## src/rtl/keypad_pkg.sv

```systemverilog
// Shared types and constants for the 4x4 matrix keypad scanner.
// Holds the FSM state type, the key-code lookup table and the default timing values.
package keypad_pkg;

  localparam int SCAN_DIV_DEF        = 2000;
  localparam int DEBOUNCE_CYCLES_DEF = 50000;

  typedef enum logic [1:0] {
    SCAN     = 2'd0,
    DEBOUNCE = 2'd1,
    HELD     = 2'd2,
    RELEASE  = 2'd3
  } state_t;

  // Nibble at index {row, col} is the hex code printed on that key.
  localparam logic [63:0] KEY_MAP = 64'hDF0E_C987_B654_A321;

  function automatic logic [3:0] key_code(input logic [1:0] row, input logic [1:0] col);
    return KEY_MAP[{row, col, 2'b00} +: 4];
  endfunction

  // Position of the single low bit; only meaningful when exactly one bit is low.
  function automatic logic [1:0] row_index(input logic [3:0] rs);
    logic [1:0] idx;
    case (rs)
      4'b1101: idx = 2'd1;
      4'b1011: idx = 2'd2;
      4'b0111: idx = 2'd3;
      default: idx = 2'd0;
    endcase
    return idx;
  endfunction

endpackage

```

## src/rtl/sync2.sv

```systemverilog
// Two-flop synchronizer for asynchronous level inputs.
// Flops reset to RESET_VAL so an idle (pulled-up) bus reads as inactive after reset.
module sync2 #(
  parameter int               WIDTH     = 4,
  parameter logic [WIDTH-1:0] RESET_VAL = '1
) (
  input  logic             clk,
  input  logic             reset_n,
  input  logic [WIDTH-1:0] d,
  output logic [WIDTH-1:0] q
);

  logic [WIDTH-1:0] meta;

  always_ff @(posedge clk or negedge reset_n) begin
    if (!reset_n) begin
      meta <= RESET_VAL;
      q    <= RESET_VAL;
    end else begin
      meta <= d;
      q    <= meta;
    end
  end

endmodule

```

## src/rtl/keypad_scanner.sv

```systemverilog
// 4x4 keypad scanner: rotates the active-low column drive, debounces a single-key
// press and its release, and reports the accepted key plus a two-digit history.
import keypad_pkg::*;

module keypad_scanner #(
  parameter int SCAN_DIV        = SCAN_DIV_DEF,
  parameter int DEBOUNCE_CYCLES = DEBOUNCE_CYCLES_DEF
) (
  input  logic       clk,
  input  logic       reset_n,
  input  logic [3:0] rows,
  output logic [3:0] cols,
  output logic [3:0] key_val,
  output logic       key_valid,
  output logic [3:0] digit_new,
  output logic [3:0] digit_old,
  output state_t     dbg_state
);

  localparam int MAX_DIV = (SCAN_DIV > DEBOUNCE_CYCLES) ? SCAN_DIV : DEBOUNCE_CYCLES;
  localparam int CW      = $clog2(MAX_DIV) + 1;
  localparam logic [CW-1:0] SCAN_LAST = CW'(SCAN_DIV - 1);
  localparam logic [CW-1:0] DB_LAST   = CW'(DEBOUNCE_CYCLES - 1);
  localparam logic [CW-1:0] CNT_ONE   = CW'(1);

  logic [3:0]    rs;
  state_t        state_q, state_d;
  logic [CW-1:0] cnt_q, cnt_d;
  logic [1:0]    col_q, col_d;
  logic [1:0]    row_q, row_d;
  logic [3:0]    pat_q, pat_d;
  logic [3:0]    key_val_q, key_val_d;
  logic          key_valid_q, key_valid_d;
  logic [3:0]    dnew_q, dnew_d;
  logic [3:0]    dold_q, dold_d;
  logic          one_low;
  logic [3:0]    code;

  sync2 #(.WIDTH(4), .RESET_VAL(4'hF)) u_sync (
    .clk     (clk),
    .reset_n (reset_n),
    .d       (rows),
    .q       (rs)
  );

  assign one_low = ($countones(~rs) == 1);
  assign code    = key_code(row_q, col_q);

  always_ff @(posedge clk or negedge reset_n) begin
    if (!reset_n) begin
      state_q     <= SCAN;
      cnt_q       <= '0;
      col_q       <= 2'd0;
      row_q       <= 2'd0;
      pat_q       <= 4'hF;
      key_val_q   <= 4'h0;
      key_valid_q <= 1'b0;
      dnew_q      <= 4'h0;
      dold_q      <= 4'h0;
    end else begin
      state_q     <= state_d;
      cnt_q       <= cnt_d;
      col_q       <= col_d;
      row_q       <= row_d;
      pat_q       <= pat_d;
      key_val_q   <= key_val_d;
      key_valid_q <= key_valid_d;
      dnew_q      <= dnew_d;
      dold_q      <= dold_d;
    end
  end

  always_comb begin
    state_d     = state_q;
    cnt_d       = cnt_q;
    col_d       = col_q;
    row_d       = row_q;
    pat_d       = pat_q;
    key_val_d   = key_val_q;
    key_valid_d = 1'b0;
    dnew_d      = dnew_q;
    dold_d      = dold_q;
    case (state_q)
      SCAN: begin
        // Rows are only trusted at the end of a dwell, once the new column has settled.
        if (cnt_q >= SCAN_LAST) begin
          cnt_d = '0;
          if (one_low) begin
            row_d   = row_index(rs);
            pat_d   = rs;
            state_d = DEBOUNCE;
          end else begin
            col_d = col_q + 2'd1;
          end
        end else begin
          cnt_d = cnt_q + CNT_ONE;
        end
      end
      DEBOUNCE: begin
        if (rs != pat_q) begin
          cnt_d   = '0;
          col_d   = col_q + 2'd1;
          state_d = SCAN;
        end else if (cnt_q >= DB_LAST) begin
          cnt_d       = '0;
          key_valid_d = 1'b1;
          key_val_d   = code;
          dold_d      = dnew_q;
          dnew_d      = code;
          state_d     = HELD;
        end else begin
          cnt_d = cnt_q + CNT_ONE;
        end
      end
      HELD: begin
        if (rs == 4'hF) begin
          cnt_d   = '0;
          state_d = RELEASE;
        end
      end
      RELEASE: begin
        // Any low row, including a second key, restarts the release wait.
        if (rs != 4'hF) begin
          cnt_d   = '0;
          state_d = HELD;
        end else if (cnt_q >= DB_LAST) begin
          cnt_d   = '0;
          col_d   = col_q + 2'd1;
          state_d = SCAN;
        end else begin
          cnt_d = cnt_q + CNT_ONE;
        end
      end
      default: begin
        cnt_d   = '0;
        state_d = SCAN;
      end
    endcase
  end

  assign cols      = ~(4'b0001 << col_q);
  assign key_val   = key_val_q;
  assign key_valid = key_valid_q;
  assign digit_new = dnew_q;
  assign digit_old = dold_q;
  assign dbg_state = state_q;

endmodule

```

## config.mk

```make
export PLATFORM = sky130hd
export DESIGN_NAME = keypad_scanner
export DESIGN_NICKNAME = d
export VERILOG_FILES = /design/src/rtl/keypad_pkg.sv /design/src/rtl/sync2.sv /design/src/rtl/keypad_scanner.sv
export SDC_FILE = /design/constraint.sdc
export NUM_CORES = 1
export LEC_CHECK = 0
export CORE_MARGIN = 3
export CORE_UTILIZATION = 35
export CTS_CLUSTER_SIZE = 14
export DETAILED_ROUTE_END_ITERATION = 8
export MAX_ROUTING_LAYER = met4
export SYNTH_ARGS = -nofsm -noshare
export SYNTH_HDL_FRONTEND = slang
export SYNTH_HIERARCHICAL = 1
export SYNTH_SLANG_ARGS = --single-unit
```

## constraint.sdc

```tcl
create_clock -name clk -period 2.8 [get_ports clk]
set_input_delay 0.56 -clock clk [delete_from_list [all_inputs] [get_ports clk]]
set_output_delay 0.56 -clock clk [all_outputs]
set_load 0.01 [all_outputs]
```

Word-level counts from Yosys, hierarchy flattened
Cells that the tools add are included.
{ "word_totals": {"ff_bits": 44, "output_inout_bits": 19, "in_bits": 6} }
{ "classes": {"add_sub_neg": 5, "n_shift": 2, "eq_ne": 19, "n_lt_le_gt_ge": 2, "muxes": 24, "n_bitwise": 3, "reduce_logical": 6} }
{ "op_table": {"columns": ["cell", "count"], "rows": [
  ["two-way mux 17 bit", 5],
  ["one-hot mux 17 bit (4 select lines)", 1],
  ["variable part select 64 x 7 -> 4 bit (first input constant)", 1],
  ["two-way mux 2 bit", 12],
  ["adder 17 x 1 -> 17 bit (second input constant)", 1],
  [">= comparator 17 x 11 -> 1 bit (second input constant)", 1],
  [">= comparator 17 x 16 -> 1 bit (second input constant)", 1],
  ["!= test 2 bit (second input constant)", 7],
  ["== test 4 bit (second input constant)", 3],
  ["one-hot mux 2 bit (3 select lines)", 2],
  ["NOT 4 bit", 2],
  ["one-hot mux 2 bit (4 select lines)", 1],
  ["!= test 3 bit (second input constant)", 2],
  ["AND reduction 3 bit", 2],
  ["AND reduction 6 bit", 1],
  ["AND reduction 5 bit", 1],
  ["adder 1 x 1 -> 2 bit", 2],
  ["== test 2 bit (second input constant)", 2],
  ["== test 4 x 3 -> 1 bit (second input constant)", 1],
  ["!= test 4 bit", 1],
  ["!= test 4 bit (second input constant)", 1],
  ["left shift 1 x 2 -> 4 bit (first input constant)", 1],
  ["adder 2 x 2 -> 3 bit", 1],
  ["== test 3 x 1 -> 1 bit (second input constant)", 1],
  ["other kinds (6)", 8]
]} }

Logic depth before layout (Yosys ltp)
Gate-level depths: netlist of the first run.
{ "logic_depth": {"depth_word": 7, "ltp_mapped": 9} }

Hierarchy
The synthesis of the first run kept the hierarchy.
{ "modules_own_cells": {"columns": ["module", "seq_area_each_um2", "n_inst", "cells_per_inst", "area_per_inst_um2"], "rows": [
  ["keypad_scanner", 905.9, 1, 209, 2188.3],
  ["sync2", 210.2, 1, 8, 210.2]
]} }

Worst setup path before layout of the first run
Ideal clock, no wire load.
{ "synth_timing": {"path_type": "register to register", "from": "register u_sync.q[3]", "to": "register row_q[0]", "arrival_time_ns": 2.241, "synth_period_minus_slack_ns": 2.366, "required_ns": 2.675, "stages_incl_launch_ff": 10, "slack_ns": 0.434, "cell_sequence": "dfstp_2 -> fa_1 -> inv_1 -> ha_1 -> ha_1 -> nor2_1 -> and3_2 -> and2_1 -> buf_2 -> mux2_2"} }
{ "synth_via": {"elab_chain_len": 5, "elab_cells_between_ends": 9} }
{ "synth_lines": {"columns": ["element", "line_no", "source"], "rows": [
  ["from (decl)", "sync2.sv:10", "output logic [WIDTH-1:0] q"],
  ["from (signal assigned)", "sync2.sv:21", "q <= meta;"],
  ["NOT 4 bit", "keypad_scanner.sv:46", "assign one_low = ($countones(~rs) == 1);"],
  ["adder 1 x 1 -> 2 bit (not written as such)", "keypad_scanner.sv:46", null],
  ["adder 2 x 2 -> 3 bit (not written as such)", "keypad_scanner.sv:46", null],
  ["== test 3 x 1 -> 1 bit", "keypad_scanner.sv:46", null],
  ["AND reduction 3 bit (no line)", null, null],
  ["to (signal assigned)", "keypad_scanner.sv:64", "row_q <= row_d;"],
  ["to (decl)", "keypad_scanner.sv:30", "logic [1:0] row_q, row_d;"]
]} }
Parallel ways exist; a longest one is shown, timed or not.
A chain may end at the register's enable or synchronous reset.

Worst setup path in the final report of the first run
Ends and elaborated chain as after synthesis.

==> impl_metrics.env, run 1 <==
export IMPL_wl_per_cell_um=12.9
export IMPL_antennaDiodeCount=0
export IMPL_crit_start="u_sync/q[3]"
export IMPL_syn_to_final_growth_pct=15.8
export IMPL_drtIter0Drc=64
export IMPL_cts_sinks=44
export IMPL_grt_pass1_wl_mm=7.49
export IMPL_ir_worst_vdd_mv=0.180
export IMPL_drc=0
export IMPL_layout_drive_gt1_share_pct=20.1
export IMPL_power_leakage_uw=0.00119
export IMPL_clk_insertion_delay_late_ns=0.29
export IMPL_port_buffer_count=24
export IMPL_reg2reg_depth=8
export IMPL_pwr_share_seq_pct=56.0
export IMPL_place_congestion=0.771
export IMPL_die_area_mm2=0.00788
export IMPL_ys_top_cells_by_area="dfrtp_1, dfstp_2, mux2_2, ha_1, xor2_1"
export IMPL_htreeDepth=2
export IMPL_holdWs_ns=0.349
export IMPL_yosysTopAreaCellShare_pct=33.4
export IMPL_min_to="u_sync/q[0]"
export IMPL_whs_path_depth=0
export IMPL_worst_r2r_setup_slack_ns=0.25
export IMPL_worstPathMaxFanout=7
export IMPL_cts_root_buf="clkbuf_8"
export IMPL_max_freq_ghz=0.392
export IMPL_start_kind="flop"
export IMPL_finalSetupTns_ns=0
export IMPL_ys_async_sr_fraction_pct=100
export IMPL_max_cap_violations=0
export IMPL_outcome="completed"
export IMPL_rows=29
export IMPL_core_region_area_mm2=0.00649
export IMPL_switching_power_uw=238
export IMPL_die_w_um=88.8
export IMPL_yosysWarnings=6
export IMPL_clockPowerShare_pct=40.6
export IMPL_hp_start="u_sync/meta[0]"
export IMPL_finalSetupViolations=0
export IMPL_syn_area_mm2=0.00240
export IMPL_yosys_cell_count_top_type="dfrtp_1"
export IMPL_period_share_pct=91.1
export IMPL_cts_reportedPaths_clkPinSlew_ns=0.08
export IMPL_r2r_start="u_sync/q[3]"
export IMPL_via_count=1560
export IMPL_r2r_end="row_q[0]"
export IMPL_synth_ff_type="dfrtp_1"
export IMPL_dr_pass1_iters=4
export IMPL_start_util_pct=36.9
export IMPL_grt_pass1_vias=1584
export IMPL_power_density_mw_per_mm2=420
export IMPL_synth_common_cells="dfrtp_1, nor2_1, nand2_1"
export IMPL_relSlewSlack_pct=38.8
export IMPL_postCtsHoldBufs=0
export IMPL_fill_cells=618
export IMPL_worst_pin_slew_ns=0.918
export IMPL_clk_path_buf_depth=2
export IMPL_crit_type="reg -> reg"
export IMPL_ys_types=50
export IMPL_cts_made_buffers=5
export IMPL_yosysSeqAreaShare_pct=46.5
export IMPL_syn_nets=235
export IMPL_drv_slew=0
export IMPL_cts_setup_buffers=0
export IMPL_postRouteAntennaNets=0
export IMPL_dieHeight_um=88.8
export IMPL_synthCells=217
export IMPL_avgSynthCellArea_um2=11.1
export IMPL_finalHoldViolCount=0
export IMPL_io_pins=25
export IMPL_fin_worst_skew_ns=0.00791
export IMPL_intPower_uw=928
export IMPL_endpoint_kind="flop"
export IMPL_routed_wl_mm=4.09
export IMPL_grt_max_degree=43
export IMPL_swShare_pct=20.4
export IMPL_tritoncts="yes"
export IMPL_grt_antenna_before_repair=0
export IMPL_dpl_hpwl_mm=2.95
export IMPL_hold_class="reg -> reg"
export IMPL_postCtsResizedCells=0
export IMPL_grt_overflow=0
export IMPL_synth_edf_count=0
export IMPL_cp_required_ns=2.98
export IMPL_synth_seq_cells=44
export IMPL_fin_crit_ns=2.55
export IMPL_num_nets_final=256
export IMPL_synth_top_cell_by_area="dfrtp_1"
export IMPL_arrival_ns=2.73
export IMPL_pwr_share_comb_pct=3.5
export IMPL_rsz0062_at_grt="no"
export IMPL_via_per_inst=4.94
export IMPL_grt_usage_pct=12.3
## placed cells by master, fill, tap and decap left out, types with 2 or more instances in the layout
master and n:
and3_2 2, nand2_1 17, and2_1 2, nand3_1 2, buf_4 2, o211ai_1 3, clkbuf_8 5, nor2_1 23
nor4_1 2, a21oi_1 3, mux2i_1 6, ha_1 11, xor2_1 11, or3_1 2, xnor2_1 7, o21ai_0 9
inv_1 12, mux2_2 14, clkdlybuf4s50_1 23, dfrtp_1 32, nor3_1 4, dfstp_2 12, a31oi_1 3, and3_1 3
nand4_1 2
## logic make-up after synthesis
kind of cell | count (synthesis) | share of synthesized area (%)
buffers and inverters | 24 | 5.01
muxes | 21 | 9.70
xor gates and xnor gates | 18 | 6.57
and+or+nand+nor | 65 | 13.2
DFF | 44 | 46.5
adders and majority gates | 12 | 6.57
AOI/OAI and AO/OA | 33 | 12.4
## worst max-delay path: stages (launching register included)
cell     delay, ns
dfstp_2       0.61
fa_1          0.42
inv_1         0.07
ha_1          0.14
ha_1          0.22
nor2_1        0.08
and3_2        0.19
and2_1        0.33
mux2_2        0.38
## per-layer routing
metal | track usage (%) | vias up | share of wire [%]
met4 | 2.88 | 0 | 0.83
li1 | - | 787 | -
met3 | 2.79 | 4 | 3.6
met1 | 16.9 | 746 | 50
met5 | - | - | 0
met2 | 18.6 | 23 | 45
## layout make-up
class / count / area (um^2) / area share [%]
inverters: 12 / 45.0 / 1.62
multi-input cells: 149 / 1160 / 41.8
clock buffers: 6 / 72.6 / 2.61
well taps: 77 / 96.3 / 3.47
flip-flops and latches: 44 / 1120 / 40.2
clock inverters: 2 / 35.0 / 1.26
repair buffers: 26 / 250 / 9.01
## flip-flops by register name, summed over array words and instances (netlist names)
name,cells
pat_q,4
u_sync/meta,4
digit_new,4
col_q,2
row_q,2
digit_old,4
u_sync/q,4
dbg_state,2
key_valid,1
cnt_q,17
## how the worst max path moves through the flow
stage               depth (start not counted)       end
global placement                            8  row_q[0]
global route                                8  row_q[0]
finish                                      8  row_q[0]
CTS                                         8  row_q[0]
floorplan                                   9  row_q[0]
detailed placement                          8  row_q[0]
## stage by stage
stage                     total power (uW)  cells  util (%)  area, um^2  setup slack, ns
final                                 1170    316      42.8        2780            0.250
after global routing                  1230    316      42.8        2780            0.158
after CTS                             1190    316      42.8        2780            0.251
after detailed placement               706    308      41.1        2670            0.265
after global placement                 705    308      41.1        2670            0.291
after floorplan                        681    217         -        2400            0.434
## power groups by stage
stage / Sequential [uW] / Combinational [uW] / Clock [uW]
6_report: 652 / 40.4 / 473
5_1_grt: 653 / 50.0 / 529
4_1_cts: 652 / 42.0 / 497
3_5_place_dp: 664 / 41.8 / 0
3_3_place_gp: 664 / 41.5 / 0
2_1_floorplan: 663 / 17.9 / 0
No activity file was read; power rests on OpenSTA's default activity.
==> run 2: changes to the inputs <==
--- a/config.mk
+++ b/config.mk
@@ -5,6 +5,7 @@
 export SDC_FILE = /design/constraint.sdc
 export NUM_CORES = 1
 export LEC_CHECK = 0
+export CAP_MARGIN = 25
 export CORE_MARGIN = 3
 export CORE_UTILIZATION = 35
 export CTS_CLUSTER_SIZE = 14
==> run 2 against run 1 <==
Against the previous run: sequential share of layout area down 0.29 points; hold slack lost 0.22 ns; fmax about the same; utilization increased by 0.31 points; final area grew 0.72%; critical path type unchanged.
==> impl_metrics.env, run 2 (synthesis results as in run 1) <==
export IMPL_outcome="completed"
export IMPL_hold_class="in -> async"
export IMPL_finalHoldViolCount=0
export IMPL_fill_cells=616
export IMPL_start_util_pct=36.9
export IMPL_drc=0
export IMPL_regMostFlops="cnt_q"
export IMPL_multiInputGateArea_mm2=0.00116
export IMPL_dpl_hpwl_mm=2.95
export IMPL_largest_register_ff_count=17
export IMPL_wl_per_cell_um=12.9
export IMPL_max_freq_ghz=0.393
export IMPL_crit_path_cell_trace="fa_1 -> inv_1 -> ha_1 -> ha_1 -> nor2_1 -> and3_2 -> and2_1 -> mux2_2"
export IMPL_regArea_mm2=0.00112
export IMPL_finalSetupTns_ns=0
export IMPL_crit_type="reg -> reg"
export IMPL_worstPathMaxFanout=7
export IMPL_clk_path_buf_depth=2
export IMPL_cts_sinks=44
export IMPL_syn_to_final_growth_pct=16.6
export IMPL_cts_root_buf="clkbuf_8"
export IMPL_routed_wl_mm=4.09
export IMPL_core_region_area_mm2=0.00649
export IMPL_fin_worst_skew_ns=0.00771
export IMPL_layout_drive_gt1_share_pct=20.4
export IMPL_final_common_cell="dfrtp_1"
export IMPL_dp_cells=308
export IMPL_grt_usage_pct=12.3
export IMPL_endpoint_kind="flop"
export IMPL_die_w_um=88.8
export IMPL_drv_slew=0
export IMPL_max_cap_violations=0
export IMPL_relSlewSlack_pct=66.3
export IMPL_grt_pass1_vias=1584
export IMPL_power_leakage_uw=0.00120
export IMPL_via_count=1555
export IMPL_cp_required_ns=2.98
export IMPL_cp_num_buf_inv=1
export IMPL_worst_pin_slew_ns=0.501
export IMPL_final_cell_mix="dfrtp_1, nor2_1, clkdlybuf4s50_1"
export IMPL_dr_pass1_iters=4
export IMPL_grt_max_degree=43
export IMPL_stdcell_count=317
export IMPL_dieHeight_um=88.8
export IMPL_antennaDiodeCount=0
export IMPL_place_congestion=0.771
export IMPL_arrival_ns=2.73
export IMPL_cts_made_buffers=5
export IMPL_power_density_mw_per_mm2=417
export IMPL_finalSetupViolations=0
export IMPL_cts_reportedPaths_clkPinSlew_ns=0.08
export IMPL_slowest_stage="dfstp_2"
export IMPL_via_per_inst=4.91
export IMPL_grt_overflow=0
export IMPL_postCtsResizedCells=0
export IMPL_rsz0062_at_grt="no"
export IMPL_drtIter0Drc=63
export IMPL_postCtsHoldBufs=0
export IMPL_num_nets_final=257
export IMPL_cp_common_cell="ha_1"
export IMPL_clk_insertion_delay_late_ns=0.29
export IMPL_period_share_pct=91.0
export IMPL_tritoncts="yes"
export IMPL_rows=29
export IMPL_grt_antenna_before_repair=0
export IMPL_start_kind="flop"
export IMPL_htreeDepth=2
export IMPL_max_stage_delay_ns=0.61
export IMPL_fin_crit_ns=2.55
export IMPL_grt_pass1_wl_mm=7.49
export IMPL_port_buffer_count=24
export IMPL_io_pins=25
export IMPL_postRouteAntennaNets=0
export IMPL_cts_setup_buffers=0
export IMPL_die_area_mm2=0.00788
export IMPL_crit_family="adder cells"
export IMPL_ir_worst_vdd_mv=0.180
run 2: cell count changes in the layout (fill, tap and decap cells not counted), sizes merged:
cell and change:
buf +1
run 2: layer usage:
metal | global-route usage, % | wire length, um | up-vias
li1 | - | - | 789
met1 | 16.9 | 2060 | 738
met2 | 18.6 | 1850 | 24
met3 | 2.79 | 145 | 4
met4 | 2.88 | 34 | 0
met5 | - | 0 | -
run 2: area by class of cell:
| type | count | share of cell area, % |
|---|---|---|
| Tap cell | 77 | 3.44 |
| Clock inverter | 2 | 1.25 |
| Clock buffer | 6 | 2.59 |
| Sequential cell | 44 | 39.9 |
| Inverter | 12 | 1.61 |
| Multi-Input combinational cell | 149 | 41.5 |
| Timing Repair Buffer | 27 | 9.66 |
run 2: where the power goes:
part	switching, uW	internal, uW
combinational	24.0	19.6
sequential	6.04	646
clock	207	265
run 2: stage by stage:
step                hold WS [ns]  utilization [%]  worst slack [ns]  area (um^2)  power [uW]
floorplan                  0.264                -             0.434         2400         681
global placement           0.348             41.1             0.291         2670         705
detailed placement         0.347             41.1             0.265         2670         706
CTS                        0.353             42.8             0.251         2780        1190
global route               0.125             43.1             0.158         2800        1240
finish                     0.129             43.1             0.253         2800        1170
run 2: final timing paths:
check,start,endpoint,slack [ns],cells past startpoint
worst min-delay path,reset_n,row_q[0],0.13,1
worst max-delay path,u_sync/q[3],row_q[0],0.25,8
min in group clk,u_sync/meta[0],u_sync/q[0],0.35,0
worst min register to register,u_sync/meta[0],u_sync/q[0],0.35,0
worst max register to register,u_sync/q[3],row_q[0],0.25,8
max in group asynchronous,reset_n,pat_q[1],2.02,3
==> run 3: changes to the inputs <==
--- a/config.mk
+++ b/config.mk
@@ -5,13 +5,12 @@
 export SDC_FILE = /design/constraint.sdc
 export NUM_CORES = 1
 export LEC_CHECK = 0
-export CAP_MARGIN = 25
 export CORE_MARGIN = 3
 export CORE_UTILIZATION = 35
+export CTS_BUF_LIST = sky130_fd_sc_hd__clkbuf_16
 export CTS_CLUSTER_SIZE = 14
 export DETAILED_ROUTE_END_ITERATION = 8
 export MAX_ROUTING_LAYER = met4
 export SYNTH_ARGS = -nofsm -noshare
 export SYNTH_HDL_FRONTEND = slang
-export SYNTH_HIERARCHICAL = 1
 export SYNTH_SLANG_ARGS = --single-unit
==> run 3 against run 2 <==
Against the previous run: clock skew is 0.0047 ns lower; final area rose by 3.7%; count of clock-buffer cells in the layout decreased by 1; via count grew 8.8%; critical endpoint is now col_q[1]; largest power group unchanged.
==> impl_metrics.env, run 3 <==
export IMPL_syn_nets=239
export IMPL_relSlewSlack_pct=60.7
export IMPL_antennaDiodeCount=0
export IMPL_syn_area_mm2=0.00244
export IMPL_synth_seq_cells=44
export IMPL_synth_top_cell_by_area="dfrtp_1"
export IMPL_die_area_mm2=0.00802
export IMPL_finalSetupTns_ns=0
export IMPL_power_density_mw_per_mm2=427
export IMPL_num_nets_final=264
export IMPL_via_count=1692
export IMPL_finalHoldViolCount=0
export IMPL_cts_made_buffers=5
export IMPL_p_total_uw=1240
export IMPL_ys_async_sr_fraction_pct=100
export IMPL_cts_sinks=44
export IMPL_drc=0
export IMPL_syn_to_final_growth_pct=18.8
export IMPL_endpoint_kind="flop"
export IMPL_layout_drive_gt1_share_pct=21.9
export IMPL_rows=29
export IMPL_crit_type="reg -> reg"
export IMPL_dieHeight_um=89.5
export IMPL_cts_setup_buffers=0
export IMPL_io_pins=25
export IMPL_fill_cells=658
export IMPL_synth_ff_type="dfrtp_1"
export IMPL_start_kind="flop"
export IMPL_final_common_cell="dfrtp_1"
export IMPL_postCtsResizedCells=0
export IMPL_outcome="completed"
export IMPL_via_per_inst=4.98
export IMPL_dp_cells=332
export IMPL_fin_worst_skew_ns=0.00303
export IMPL_power_leakage_uw=0.00125
export IMPL_yosys_cell_count_top_type="dfrtp_1"
export IMPL_place_congestion=0.803
export IMPL_postCtsHoldBufs=0
export IMPL_ys_top_cells_by_area="dfrtp_1, dfstp_2, ha_1, mux2_4, xnor2_1"
export IMPL_largest_register_ff_count=17
export IMPL_cts_reportedPaths_clkPinSlew_ns=0.06
export IMPL_postRouteAntennaNets=0
export IMPL_arrival_ns=2.64
export IMPL_drv_slew=0
export IMPL_grt_max_degree=25
export IMPL_fin_crit_ns=2.48
export IMPL_yosysWarnings=0
export IMPL_ys_types=56
export IMPL_clk_insertion_delay_late_ns=0.28
export IMPL_grt_antenna_before_repair=0
export IMPL_tritoncts="yes"
export IMPL_port_buffer_count=24
export IMPL_synth_edf_count=0
export IMPL_reg2reg_depth=9
export IMPL_final_cell_mix="dfrtp_1, clkdlybuf4s50_1, inv_1"
export IMPL_die_w_um=89.5
export IMPL_hold_class="in -> async"
export IMPL_grt_pass1_vias=1580
export IMPL_worst_pin_slew_ns=0.590
export IMPL_regMostFlops="cnt_q"
export IMPL_clk_path_buf_depth=2
export IMPL_synthCells=221
export IMPL_max_freq_ghz=0.403
export IMPL_grt_pass1_wl_mm=7.56
export IMPL_rsz0062_at_grt="no"
export IMPL_stdcell_count=340
export IMPL_avgSynthCellArea_um2=11.1
export IMPL_synth_common_cells="dfrtp_1, inv_1, dfstp_2, nand2_1, nor2_1"
export IMPL_routed_wl_mm=4.35
export IMPL_worstPathMaxFanout=6
export IMPL_holdWs_ns=0.219
export IMPL_dpl_hpwl_mm=3.19
export IMPL_cp_required_ns=2.96
export IMPL_max_cap_violations=0
export IMPL_period_share_pct=88.7
export IMPL_dr_pass1_iters=4
export IMPL_finalSetupViolations=0
export IMPL_grt_usage_pct=12.6
export IMPL_start_util_pct=37.2
export IMPL_grt_overflow=0
export IMPL_wl_per_cell_um=12.8
export IMPL_r2r_start="u_sync.q[3]"
export IMPL_core_region_area_mm2=0.00657
export IMPL_yosysSeqAreaShare_pct=45.7
export IMPL_yosysTopAreaCellShare_pct=32.8
export IMPL_ir_worst_vdd_mv=0.183
export IMPL_r2r_end="col_q[1]"
export IMPL_cts_root_buf="clkbuf_16"
export IMPL_worst_r2r_setup_slack_ns=0.32
export IMPL_htreeDepth=2
export IMPL_drtIter0Drc=72
==> run 3: cell types whose count changed in the layout (fill, tap and decap cells not counted), moves of 6 or more <==
cell	change
a21oi_1	+7
a21oi_2	+8
inv_1	+9
mux2_2	-9
mux2_4	+6
nor2_1	-11
xor2_1	-8
==> run 3: critical path, cell delays in order (launching register included) <==
cell,delay (ns)
dfstp_2,0.59
fa_1,0.42
inv_1,0.06
ha_1,0.13
ha_1,0.22
nor3b_1,0.24
nor2b_1,0.15
o21ai_0,0.09
o2111ai_2,0.10
mux2_1,0.35
==> run 3: kinds of logic (layout without fill, tap and decap cells) <==
group	count (synthesis)	count (layout)	share of synthesized area [%]
buf+inv	29	55	5.84
mux	19	19	9.53
flops	44	44	45.7
xor+xnor	12	12	4.30
fa+ha+maj	12	12	6.45
simple gates	56	56	12.3
compound gates	49	49	15.9
==> run 3: worst max path at each step <==
stage / startpoint / end / slack (ns) / cells after the start
finish: u_sync.q[3] / col_q[1] / 0.32 / 9
global route: u_sync.q[3] / col_q[1] / 0.17 / 9
CTS: u_sync.q[3] / col_q[1] / 0.30 / 9
detailed placement: u_sync.q[3] / col_q[1] / 0.29 / 9
global placement: u_sync.q[3] / col_q[1] / 0.35 / 9
floorplan: u_sync.q[3] / col_q[1] / 0.30 / 9
==> run 3: layer usage <==
layer | vias to the layer above | part of all wire [%] | global-route usage [%]
met1 | 828 | 51 | 16.5
met3 | 5 | 4.4 | 3.13
li1 | 824 | - | -
met5 | - | 0 | -
met4 | 0 | 1.1 | 4.47
met2 | 35 | 43 | 19.0
==> run 3: power by group <==
group / internal [uW] / switching [uW]
sequential: 647 / 5.88
combinational: 21.1 / 26.8
clock: 321 / 217
==> run 3: layout make-up <==
type | count | area, um^2 | area share [%]
Clock buffer | 5 | 125 | 4.31
Timing Repair Buffer | 28 | 278 | 9.57
Clock inverter | 3 | 11.3 | 0.388
Sequential cell | 44 | 1120 | 38.5
Multi-Input combinational cell | 148 | 1180 | 40.8
Tap cell | 93 | 116 | 4.01
Inverter | 19 | 71.3 | 2.46
==> run 3: through the flow <==
| stage | area, um^2 | utilization [%] | setup WS, ns |
|---|---|---|---|
| after floorplan | 2440 | - | 0.305 |
| after global placement | 2770 | 42.1 | 0.349 |
| after detailed placement | 2770 | 42.1 | 0.290 |
| after CTS | 2900 | 44.2 | 0.296 |
| after global routing | 2900 | 44.2 | 0.171 |
| final | 2900 | 44.2 | 0.317 |
